`config.mk`:
```
export PLATFORM = sky130hd
export DESIGN_NAME = spi_arbiter
export DESIGN_NICKNAME = d
export VERILOG_FILES = /design/src/rtl/spi_arb_pkg.sv /design/src/rtl/rr_arbiter.sv /design/src/rtl/spi_arbiter.sv
export SDC_FILE = /design/constraint.sdc
export NUM_CORES = 1
export LEC_CHECK = 0
export ABC_AREA = 1
export ABC_CLOCK_PERIOD_IN_PS = 6000
export CORE_ASPECT_RATIO = 1.75
export CORE_MARGIN = 2
export CORE_UTILIZATION = 53
export CTS_BUF_LIST = sky130_fd_sc_hd__clkbuf_4
export DETAILED_ROUTE_END_ITERATION = 6
export GPL_TIMING_DRIVEN = 0
export PLACE_DENSITY = 0.89
export SETUP_SLACK_MARGIN = 0.5
export SLEW_MARGIN = 30
export SYNTH_ARGS = -nofsm -noshare
export SYNTH_HDL_FRONTEND = slang
export SYNTH_SLANG_ARGS = --single-unit
```
`constraint.sdc`:
```
create_clock -name sys_clk -period 6 [get_ports sys_clk]
set_input_delay 1.2 -clock sys_clk [delete_from_list [all_inputs] [get_ports sys_clk]]
set_output_delay 1.2 -clock sys_clk [all_outputs]
set_load 0.1 [all_outputs]
```
`src/rtl/spi_arb_pkg.sv`:
```
// Shared definitions for the SPI arbiter: state encoding, default timeout and
// the slice-offset helper used to unpack per-requester buses.
package spi_arb_pkg;

    localparam int DEFAULT_TIMEOUT = 64;

    localparam logic [2:0] ST_IDLE      = 3'd0;
    localparam logic [2:0] ST_LAUNCH    = 3'd1;
    localparam logic [2:0] ST_WAIT_LOW  = 3'd2;
    localparam logic [2:0] ST_WAIT_HIGH = 3'd3;
    localparam logic [2:0] ST_DONE      = 3'd4;

    typedef enum logic [2:0] {
        IDLE      = ST_IDLE,
        LAUNCH    = ST_LAUNCH,
        WAIT_LOW  = ST_WAIT_LOW,
        WAIT_HIGH = ST_WAIT_HIGH,
        DONE      = ST_DONE
    } state_t;

    // Bit offset of slice idx within a packed bus of width-bit slices.
    function automatic int slice_off(input int idx, input int width);
        return idx * width;
    endfunction

endpackage

```
`src/rtl/rr_arbiter.sv`:
```
// Combinational round-robin pick: first set request at or after ptr+1,
// wrapping modulo NUM_REQ. Returns one-hot and binary forms of the winner.
module rr_arbiter #(
    parameter int NUM_REQ = 4,
    parameter int IW      = (NUM_REQ > 1) ? $clog2(NUM_REQ) : 1
) (
    input  logic [NUM_REQ-1:0] req,
    input  logic [IW-1:0]      ptr,
    output logic [NUM_REQ-1:0] pick,
    output logic [IW-1:0]      pick_idx,
    output logic               found
);

    logic [IW-1:0] cand;

    always_comb begin
        pick     = '0;
        pick_idx = '0;
        found    = 1'b0;
        cand     = '0;
        for (int k = 1; k <= NUM_REQ; k++) begin
            cand = IW'((int'(ptr) + k) % NUM_REQ);
            if (!found && req[cand]) begin
                found       = 1'b1;
                pick[cand]  = 1'b1;
                pick_idx    = cand;
            end
        end
    end

endmodule

```
`src/rtl/spi_arbiter.sv`:
```
// Round-robin sequencer sharing one SPI master between NUM_REQ clients;
// latches the winner's word, pulses start and follows m_cs to completion.
module spi_arbiter
    import spi_arb_pkg::*;
#(
    parameter int NUM_REQ       = 4,
    parameter int REG_WIDTH     = 8,
    parameter int COUNTER_WIDTH = $clog2(REG_WIDTH),
    parameter int TIMEOUT       = DEFAULT_TIMEOUT
) (
    input  logic                                 sys_clk,
    input  logic                                 rst,
    input  logic [NUM_REQ-1:0]                   req,
    input  logic [NUM_REQ*REG_WIDTH-1:0]         req_data,
    input  logic [NUM_REQ*(COUNTER_WIDTH+1)-1:0] req_size,
    output logic [NUM_REQ-1:0]                   gnt,
    output logic [NUM_REQ-1:0]                   done,
    output logic                                 err,
    output logic                                 busy,
    output logic                                 m_t_start,
    output logic [REG_WIDTH-1:0]                 m_data_in,
    output logic [COUNTER_WIDTH:0]               m_t_size,
    input  logic                                 m_cs,
    output logic [NUM_REQ-1:0]                   slv_cs
);

    // Client handshake: req[i] is a level held until done[i]. gnt[i] stays high
    // for the whole transaction; done[i] is a single-cycle pulse after m_cs has
    // gone low then high again. On timeout err pulses instead and no done fires.

    localparam int IW      = (NUM_REQ > 1) ? $clog2(NUM_REQ) : 1;
    localparam int SW      = COUNTER_WIDTH + 1;
    localparam int CNT_W   = $clog2(TIMEOUT) + 1;
    localparam logic [CNT_W-1:0] TO_LAST = CNT_W'(TIMEOUT - 1);

    state_t                 state, state_nxt;
    logic [IW-1:0]          ptr, ptr_nxt;
    logic [IW-1:0]          idx, idx_nxt;
    logic [CNT_W-1:0]       cnt, cnt_nxt, cnt_inc;
    logic [NUM_REQ-1:0]     gnt_nxt, done_nxt;
    logic                   err_nxt, start_nxt;
    logic [REG_WIDTH-1:0]   data_nxt;
    logic [SW-1:0]          size_nxt;

    logic [NUM_REQ-1:0]     pick;
    logic [IW-1:0]          pick_idx;
    logic                   found;

    logic [REG_WIDTH-1:0]   data_arr [NUM_REQ];
    logic [SW-1:0]          size_arr [NUM_REQ];

    for (genvar g = 0; g < NUM_REQ; g++) begin : g_slice
        assign data_arr[g] = req_data[slice_off(g, REG_WIDTH) +: REG_WIDTH];
        assign size_arr[g] = req_size[slice_off(g, SW) +: SW];
    end

    rr_arbiter #(
        .NUM_REQ (NUM_REQ),
        .IW      (IW)
    ) u_rr (
        .req      (req),
        .ptr      (ptr),
        .pick     (pick),
        .pick_idx (pick_idx),
        .found    (found)
    );

    assign slv_cs  = {NUM_REQ{m_cs}} | ~gnt;
    assign cnt_inc = (cnt == '1) ? cnt : cnt + 1'b1;

    always_comb begin
        state_nxt = state;
        ptr_nxt   = ptr;
        idx_nxt   = idx;
        cnt_nxt   = cnt;
        gnt_nxt   = gnt;
        done_nxt  = '0;
        err_nxt   = 1'b0;
        start_nxt = 1'b0;
        data_nxt  = m_data_in;
        size_nxt  = m_t_size;
        case (state)
            IDLE: begin
                if (found) begin
                    gnt_nxt   = pick;
                    idx_nxt   = pick_idx;
                    data_nxt  = data_arr[pick_idx];
                    size_nxt  = size_arr[pick_idx];
                    start_nxt = 1'b1;
                    state_nxt = LAUNCH;
                end
            end
            LAUNCH: begin
                cnt_nxt   = '0;
                state_nxt = WAIT_LOW;
            end
            WAIT_LOW, WAIT_HIGH: begin
                cnt_nxt = cnt_inc;
                // Progress on m_cs wins over the timeout; >= covers saturation.
                if (state == WAIT_LOW && !m_cs) begin
                    state_nxt = WAIT_HIGH;
                end else if (state == WAIT_HIGH && m_cs) begin
                    state_nxt = DONE;
                end else if (cnt >= TO_LAST) begin
                    err_nxt   = 1'b1;
                    gnt_nxt   = '0;
                    state_nxt = IDLE;
                end
            end
            DONE: begin
                done_nxt  = gnt;
                ptr_nxt   = idx;
                gnt_nxt   = '0;
                state_nxt = IDLE;
            end
            default: begin
                gnt_nxt   = '0;
                state_nxt = IDLE;
            end
        endcase
    end

    always_ff @(posedge sys_clk) begin
        if (rst) begin
            state     <= IDLE;
            ptr       <= IW'(NUM_REQ - 1);
            idx       <= '0;
            cnt       <= '0;
            gnt       <= '0;
            done      <= '0;
            err       <= 1'b0;
            busy      <= 1'b0;
            m_t_start <= 1'b0;
            m_data_in <= '0;
            m_t_size  <= '0;
        end else begin
            state     <= state_nxt;
            ptr       <= ptr_nxt;
            idx       <= idx_nxt;
            cnt       <= cnt_nxt;
            gnt       <= gnt_nxt;
            done      <= done_nxt;
            err       <= err_nxt;
            busy      <= (state_nxt != IDLE);
            m_t_start <= start_nxt;
            m_data_in <= data_nxt;
            m_t_size  <= size_nxt;
        end
    end

endmodule

```
Yosys cells after proc, flatten, opt, wreduce, memory -nomap -nowiden
Cells that the tools add are included.
{"block": "op_classes", "n_bitwise": 10, "n_addsub": 5, "order_cmp": 10, "muxes": 48, "n_eq_ne": 10, "reduce_logical": 23}
{"cell": "4-bit 2-to-1 mux", "count": 10}
{"cell": "8-bit binary-select mux with 2-bit select", "count": 1}
{"cell": "8-bit 2-to-1 mux", "count": 2}
{"cell": "4-bit OR", "count": 4}
{"cell": "1-bit 2-to-1 mux", "count": 14}
{"cell": "7-bit case mux with 2 select lines", "count": 1}
{"cell": "2-bit by 3-bit < comparator with 1-bit output, second input constant", "count": 4}
{"cell": "3-bit 2-to-1 mux", "count": 4}
{"cell": "4-bit case mux with 3 select lines", "count": 1}
{"cell": "2-bit != test, second input constant", "count": 5}
{"cell": "1-bit logical AND", "count": 9}
{"cell": "3-bit case mux with 3 select lines", "count": 1}
{"cell": "1-bit binary-select mux with 2-bit select", "count": 4}
{"cell": "4-bit binary-select mux with 2-bit select", "count": 1}
{"cell": "1-bit demux with 2-bit select", "count": 4}
{"cell": "2-bit by 1-bit >= comparator with 1-bit output, second input constant", "count": 4}
{"cell": "2-bit 2-to-1 mux", "count": 4}
{"cell": "7-bit by 1-bit adder with 7-bit output, second input constant", "count": 1}
{"cell": "7-bit equality test, second input constant", "count": 1}
{"cell": "7-bit by 6-bit >= comparator with 1-bit output, second input constant", "count": 1}
{"cell": "7-bit 2-to-1 mux", "count": 1}
{"cell": "3-bit by 2-bit equality test with 1-bit output, second input constant", "count": 2}
{"cell": "2-bit OR reduction", "count": 3}
{"cell": "5-bit AND reduction", "count": 1}
{"cell": "14 further kinds", "count": 23}
{"block": "word_totals", "word_cells": 117, "output_inout_bits": 27, "ff_bits": 37, "inputBits": 55}

Longest topological paths before layout
{"block": "logic_depth", "word_depth": 17, "mapped_depth": 16, "mapped_depth_nobuf": 14}

Cells and area by module
A second synthesis with hierarchy kept.
{"block": "hier_totals", "hier_cells": 363, "hier_area_um2": 2399.8}
{"module": "spi_arbiter", "n_inst": 1, "cells_each": 282, "seq_area_each_um2": 740.7, "area_per_inst_um2": 1864.3}
{"module": "rr_arbiter", "n_inst": 1, "cells_each": 81, "seq_area_each_um2": 0.0, "area_per_inst_um2": 535.5}

Worst setup path before layout
OpenSTA, ideal clock, no wires.
{"block": "synth_path", "path_type": "input to output", "start": "input port m_cs", "end": "output port slv_cs[0]", "required_time_ns": 4.800, "path_slack_ns": 2.892, "arrival_ns": 1.908, "path_buffers": 0, "stages": 2, "path_cell_list": "inv_1 > nand2_1"}
{"block": "synth_via", "elab_chain_cells": 1}
{"item": "start, declared", "line": "spi_arbiter.sv:23", "rtl": "input logic m_cs,"}
{"item": "4-bit OR", "line": "spi_arbiter.sv:68", "rtl": "assign slv_cs = {NUM_REQ{m_cs}} | ~gnt;"}
{"item": "end, declared", "line": "spi_arbiter.sv:24", "rtl": "output logic [NUM_REQ-1:0] slv_cs"}
No other way between the ends.

Worst setup path after layout
Ends and elaborated chain as after synthesis.

==> impl_metrics.prom <==
# TYPE chip_impl_metric gauge
chip_impl_info{name="run_status",value="complete, no violations"} 1
chip_impl_info{name="most_used_dff_post_synth",value="dfxtp_1"} 1
chip_impl_metric{name="largest_stage_delay_on_the_critical_path",unit="ns"} 1.13
chip_impl_metric{name="die_area",unit="um2"} 5770
chip_impl_metric{name="cts_max_path_buffers",unit=""} 2
chip_impl_metric{name="ir_drop",unit="mV"} 0.369
chip_impl_metric{name="detailedPlacementHpwl",unit="mm"} 5.69
chip_impl_metric{name="placementRows",unit=""} 34
chip_impl_info{name="cts_tree",value="done"} 1
chip_impl_info{name="layout_commonest_cell",value="inv_1"} 1
chip_impl_metric{name="grt_antenna_before_repair",unit=""} 0
chip_impl_metric{name="post_drt_antenna_nets",unit=""} 0
chip_impl_metric{name="detailedRoute.firstIterationViolations",unit=""} 121
chip_impl_metric{name="worstMarginPinSlew",unit="ns"} 1.01
chip_impl_metric{name="vias",unit=""} 2905
chip_impl_metric{name="synth.cell_area",unit="um2"} 2740
chip_impl_metric{name="synth_enable_flop_cells",unit=""} 0
chip_impl_metric{name="coreArea",unit="um2"} 4980
chip_impl_info{name="hp-start",value="gnt[1]$_SDFFE_PP0P_"} 1
chip_impl_metric{name="finalCriticalPeriod",unit="ns"} 4.29
chip_impl_metric{name="timing.hold.worst_path_depth",unit=""} 2
chip_impl_metric{name="fin_worst_skew",unit="ns"} 0.0187
chip_impl_metric{name="syn_to_final_growth",unit="%"} 35.0
chip_impl_metric{name="drc",unit=""} 0
chip_impl_info{name="crit-reg2reg-launch",value="ptr[0]$_SDFFE_PP1N_"} 1
chip_impl_metric{name="final-max-slew-violation-count",unit=""} 0
chip_impl_info{name="cts_root_buffer",value="clkbuf_4"} 1
chip_impl_metric{name="worstPathArrival",unit="ns"} 3.09
chip_impl_metric{name="seq_area_frac_synth",unit=""} 0.271
chip_impl_metric{name="number_of_h_tree_levels",unit=""} 2
chip_impl_metric{name="detail_route.wl_per_cell",unit="um"} 12.3
chip_impl_metric{name="timing.max_slew.rel_slack",unit=""} 0.327
chip_impl_metric{name="cts-hold-fix-buffers",unit=""} 0
chip_impl_info{name="critical_path.most_common_cell",value="clkdlybuf4s50_1"} 1
chip_impl_metric{name="grt-ovfl-total",unit=""} 0
chip_impl_metric{name="clock_insertion_delay_worst_skew",unit="ns"} 0.35
chip_impl_metric{name="power-per-cell-area",unit="nW/um2"} 306
chip_impl_metric{name="cp.required",unit="ns"} 4.80
chip_impl_metric{name="buffers_and_inverters_on_the_worst_path",unit=""} 3
chip_impl_metric{name="die-width",unit="um"} 58.3
chip_impl_metric{name="placed_cells_incl_taps",unit=""} 557
chip_impl_metric{name="cts-resized-gates",unit=""} 0
chip_impl_metric{name="num_antenna_cells",unit=""} 0
chip_impl_metric{name="floorplan.initialDensity",unit=""} 0.550
chip_impl_metric{name="gp_congestion",unit=""} 0.841
chip_impl_metric{name="largest_net_degree_at_the_start_of_global_routing",unit=""} 12
chip_impl_metric{name="clkTransAtPathRegs",unit="ns"} 0.12
chip_impl_metric{name="grt_pass1_wl",unit="mm"} 11.9
chip_impl_metric{name="timing_hold_violations_final",unit=""} 0
chip_impl_info{name="rr_endpoint",value="m_t_size[0]$_SDFFE_PP0P_"} 1
chip_impl_metric{name="totalPowerFinal",unit="W"} 0.00113
chip_impl_metric{name="reg2reg_slack",unit="ns"} 3.49
chip_impl_metric{name="syn_nets",unit=""} 484
chip_impl_metric{name="final_cells",unit=""} 565
chip_impl_metric{name="finalCritPeriodShare",unit=""} 0.716
chip_impl_metric{name="cts_made_buffers",unit=""} 5
chip_impl_info{name="endpoint_kind",value="primary output"} 1
chip_impl_metric{name="crit_fanout",unit=""} 5
chip_impl_metric{name="detail_route.wirelength",unit="mm"} 6.95
chip_impl_info{name="slowest_stage",value="clkdlybuf4s50_1"} 1
chip_impl_info{name="critical_path_class",value="in2out"} 1
chip_impl_metric{name="syn_inst",unit=""} 422
chip_impl_metric{name="die_h",unit="um"} 99.0
chip_impl_metric{name="portBuffers",unit=""} 81
chip_impl_metric{name="detailedRoute.firstPassIterationCount",unit=""} 4
chip_impl_info{name="rsz0062_at_grt",value="no"} 1
chip_impl_metric{name="finish.net_count",unit=""} 572
chip_impl_metric{name="vias_in_the_first_global_route",unit=""} 2885
chip_impl_metric{name="synthesis.area_per_instance",unit="um2"} 6.48
chip_impl_info{name="worstPathCellList",value="clkdlybuf4s50_1, inv_1, nand2_1, clkdlybuf4s50_1"} 1
chip_impl_metric{name="fillCellCount",unit=""} 403
chip_impl_metric{name="seq_area",unit="um2"} 741
chip_impl_metric{name="synth-warning-count",unit=""} 0
chip_impl_info{name="hold-path-endpoint",value="done[1]$_SDFF_PP0_"} 1
chip_impl_metric{name="cts_post_setup_buffers_inserted",unit=""} 0
chip_impl_info{name="worstHoldPathType",value="reg2reg"} 1
chip_impl_metric{name="ys_ff_latch",unit=""} 37
chip_impl_metric{name="async_reset_ff_frac",unit=""} 0
chip_impl_metric{name="timing.hold.ws",unit="ns"} 0.447
chip_impl_metric{name="io_pins",unit=""} 82
chip_impl_metric{name="cap_violations",unit=""} 0
chip_impl_info{name="layout.cells.most_common_list",value="inv_1, clkdlybuf4s50_1, nand2_1"} 1
chip_impl_info{name="worst_setup_path_start_kind",value="input pin"} 1
chip_impl_metric{name="timing.fmax",unit="MHz"} 233
chip_impl_metric{name="finalSetupViolations",unit=""} 0
chip_impl_metric{name="static-leakage-power",unit="nW"} 1.87
chip_impl_metric{name="cts.sinks",unit=""} 37
chip_impl_metric{name="synth.lib_cells_used.distinct",unit=""} 35
chip_impl_metric{name="setup_tns",unit="ns"} 0
chip_impl_metric{name="via_per_instance_ratio",unit=""} 5.14
chip_impl_info{name="cpLargestDelayFamily",value="buffers and inverters"} 1
chip_impl_metric{name="multi_input_comb_area",unit="um2"} 1510
chip_impl_metric{name="drive_above_1_share",unit=""} 0.135
chip_impl_metric{name="global_route.usage.total",unit=""} 0.257
chip_impl_metric{name="worst_r2r_path_depth",unit=""} 13
where the power goes:
group,internal [W],switching [W]
Combinational,0.000185,0.000455
Sequential,0.000290,0.0000291
Clock,0.0000913,0.0000805
Total,0.000566,0.000565
final cells by class:
class,count,area share
buffer,14,0.0285
clock buffer,6,0.0122
clock inverter,2,0.00915
inverter,98,0.102
multi-input combinational,273,0.409
sequential,37,0.201
tap,54,0.0183
timing repair buffer,81,0.220
kinds of logic after synthesis:
kind of cell             count (synthesis)  share of synthesized area
buffers and inverters                  112                      0.177
flip-flops                              37                      0.271
XOR/XNOR                                 1                    0.00320
AO/OA/AOI/OAI                           33                     0.0823
adder cells (fa/ha/maj)                  7                     0.0320
AND/OR/NAND/NOR                        232                      0.435
worst max-delay path by stage:
| stage | cells after the start | endpoint | start | slack [ns] |
|---|---|---|---|---|
| finish | 4 | slv_cs[0] | m_cs | 1.71 |
| global route | 4 | slv_cs[3] | m_cs | 1.68 |
| CTS | 4 | slv_cs[1] | m_cs | 1.73 |
| detailed placement | 4 | slv_cs[1] | m_cs | 1.74 |
| global placement | 4 | slv_cs[0] | m_cs | 1.79 |
| floorplan | 2 | slv_cs[0] | m_cs | 2.89 |
Yosys cell counts, types with 2 or more instances:
library cell / n / area (um2)
dfxtp_1: 37 / 741
o211ai_1: 6 / 45.0
nand2_4: 7 / 78.8
inv_1: 94 / 353
nor2_4: 2 / 22.5
nor3_1: 6 / 30.0
nand3_2: 13 / 130
nand3_1: 66 / 330
o21ai_0: 7 / 35.0
buf_6: 4 / 45.0
nand2_1: 76 / 285
nor2_2: 2 / 12.5
a21oi_1: 11 / 55.1
clkbuf_1: 2 / 7.51
nor2_1: 39 / 146
buf_2: 6 / 30.0
ha_1: 7 / 87.6
nand3_4: 2 / 35.0
a22oi_1: 2 / 15.0
nand2_2: 17 / 106
o2111ai_1: 2 / 17.5
worst reg2reg max path: cells and delay by family (launching register included):
kind	cells	cell delay, ns
fa+ha+maj	1	0.37
buf+inv	5	0.72
compound gates	1	0.25
simple gates	6	0.59
flops	1	0.47
state kept, by name, indices dropped and copies added (netlist names):
signal,count
busy,1
cnt,7
done,4
err,1
gnt,4
idx,2
m_data_in,8
m_t_size,4
m_t_start,1
ptr,2
state,3
stage by stage:
| step | setup slack, ns | cell area, um2 | utilization |
|---|---|---|---|
| detailed placement | 1.74 | 3610 | 0.726 |
| global route | 1.68 | 3690 | 0.742 |
| floorplan | 2.89 | 2740 | - |
| global placement | 1.79 | 3610 | 0.726 |
| CTS | 1.73 | 3690 | 0.742 |
| finish | 1.71 | 3690 | 0.742 |
routing by layer:
layer,GRT usage,part of all wire,vias up
met2,0.479,0.56,93
met4,0.125,0.029,0
met1,0.272,0.37,1316
met5,0,0,-
li1,-,-,1478
met3,0.0302,0.043,18
Note: power is estimated with default switching activity, not from simulation.
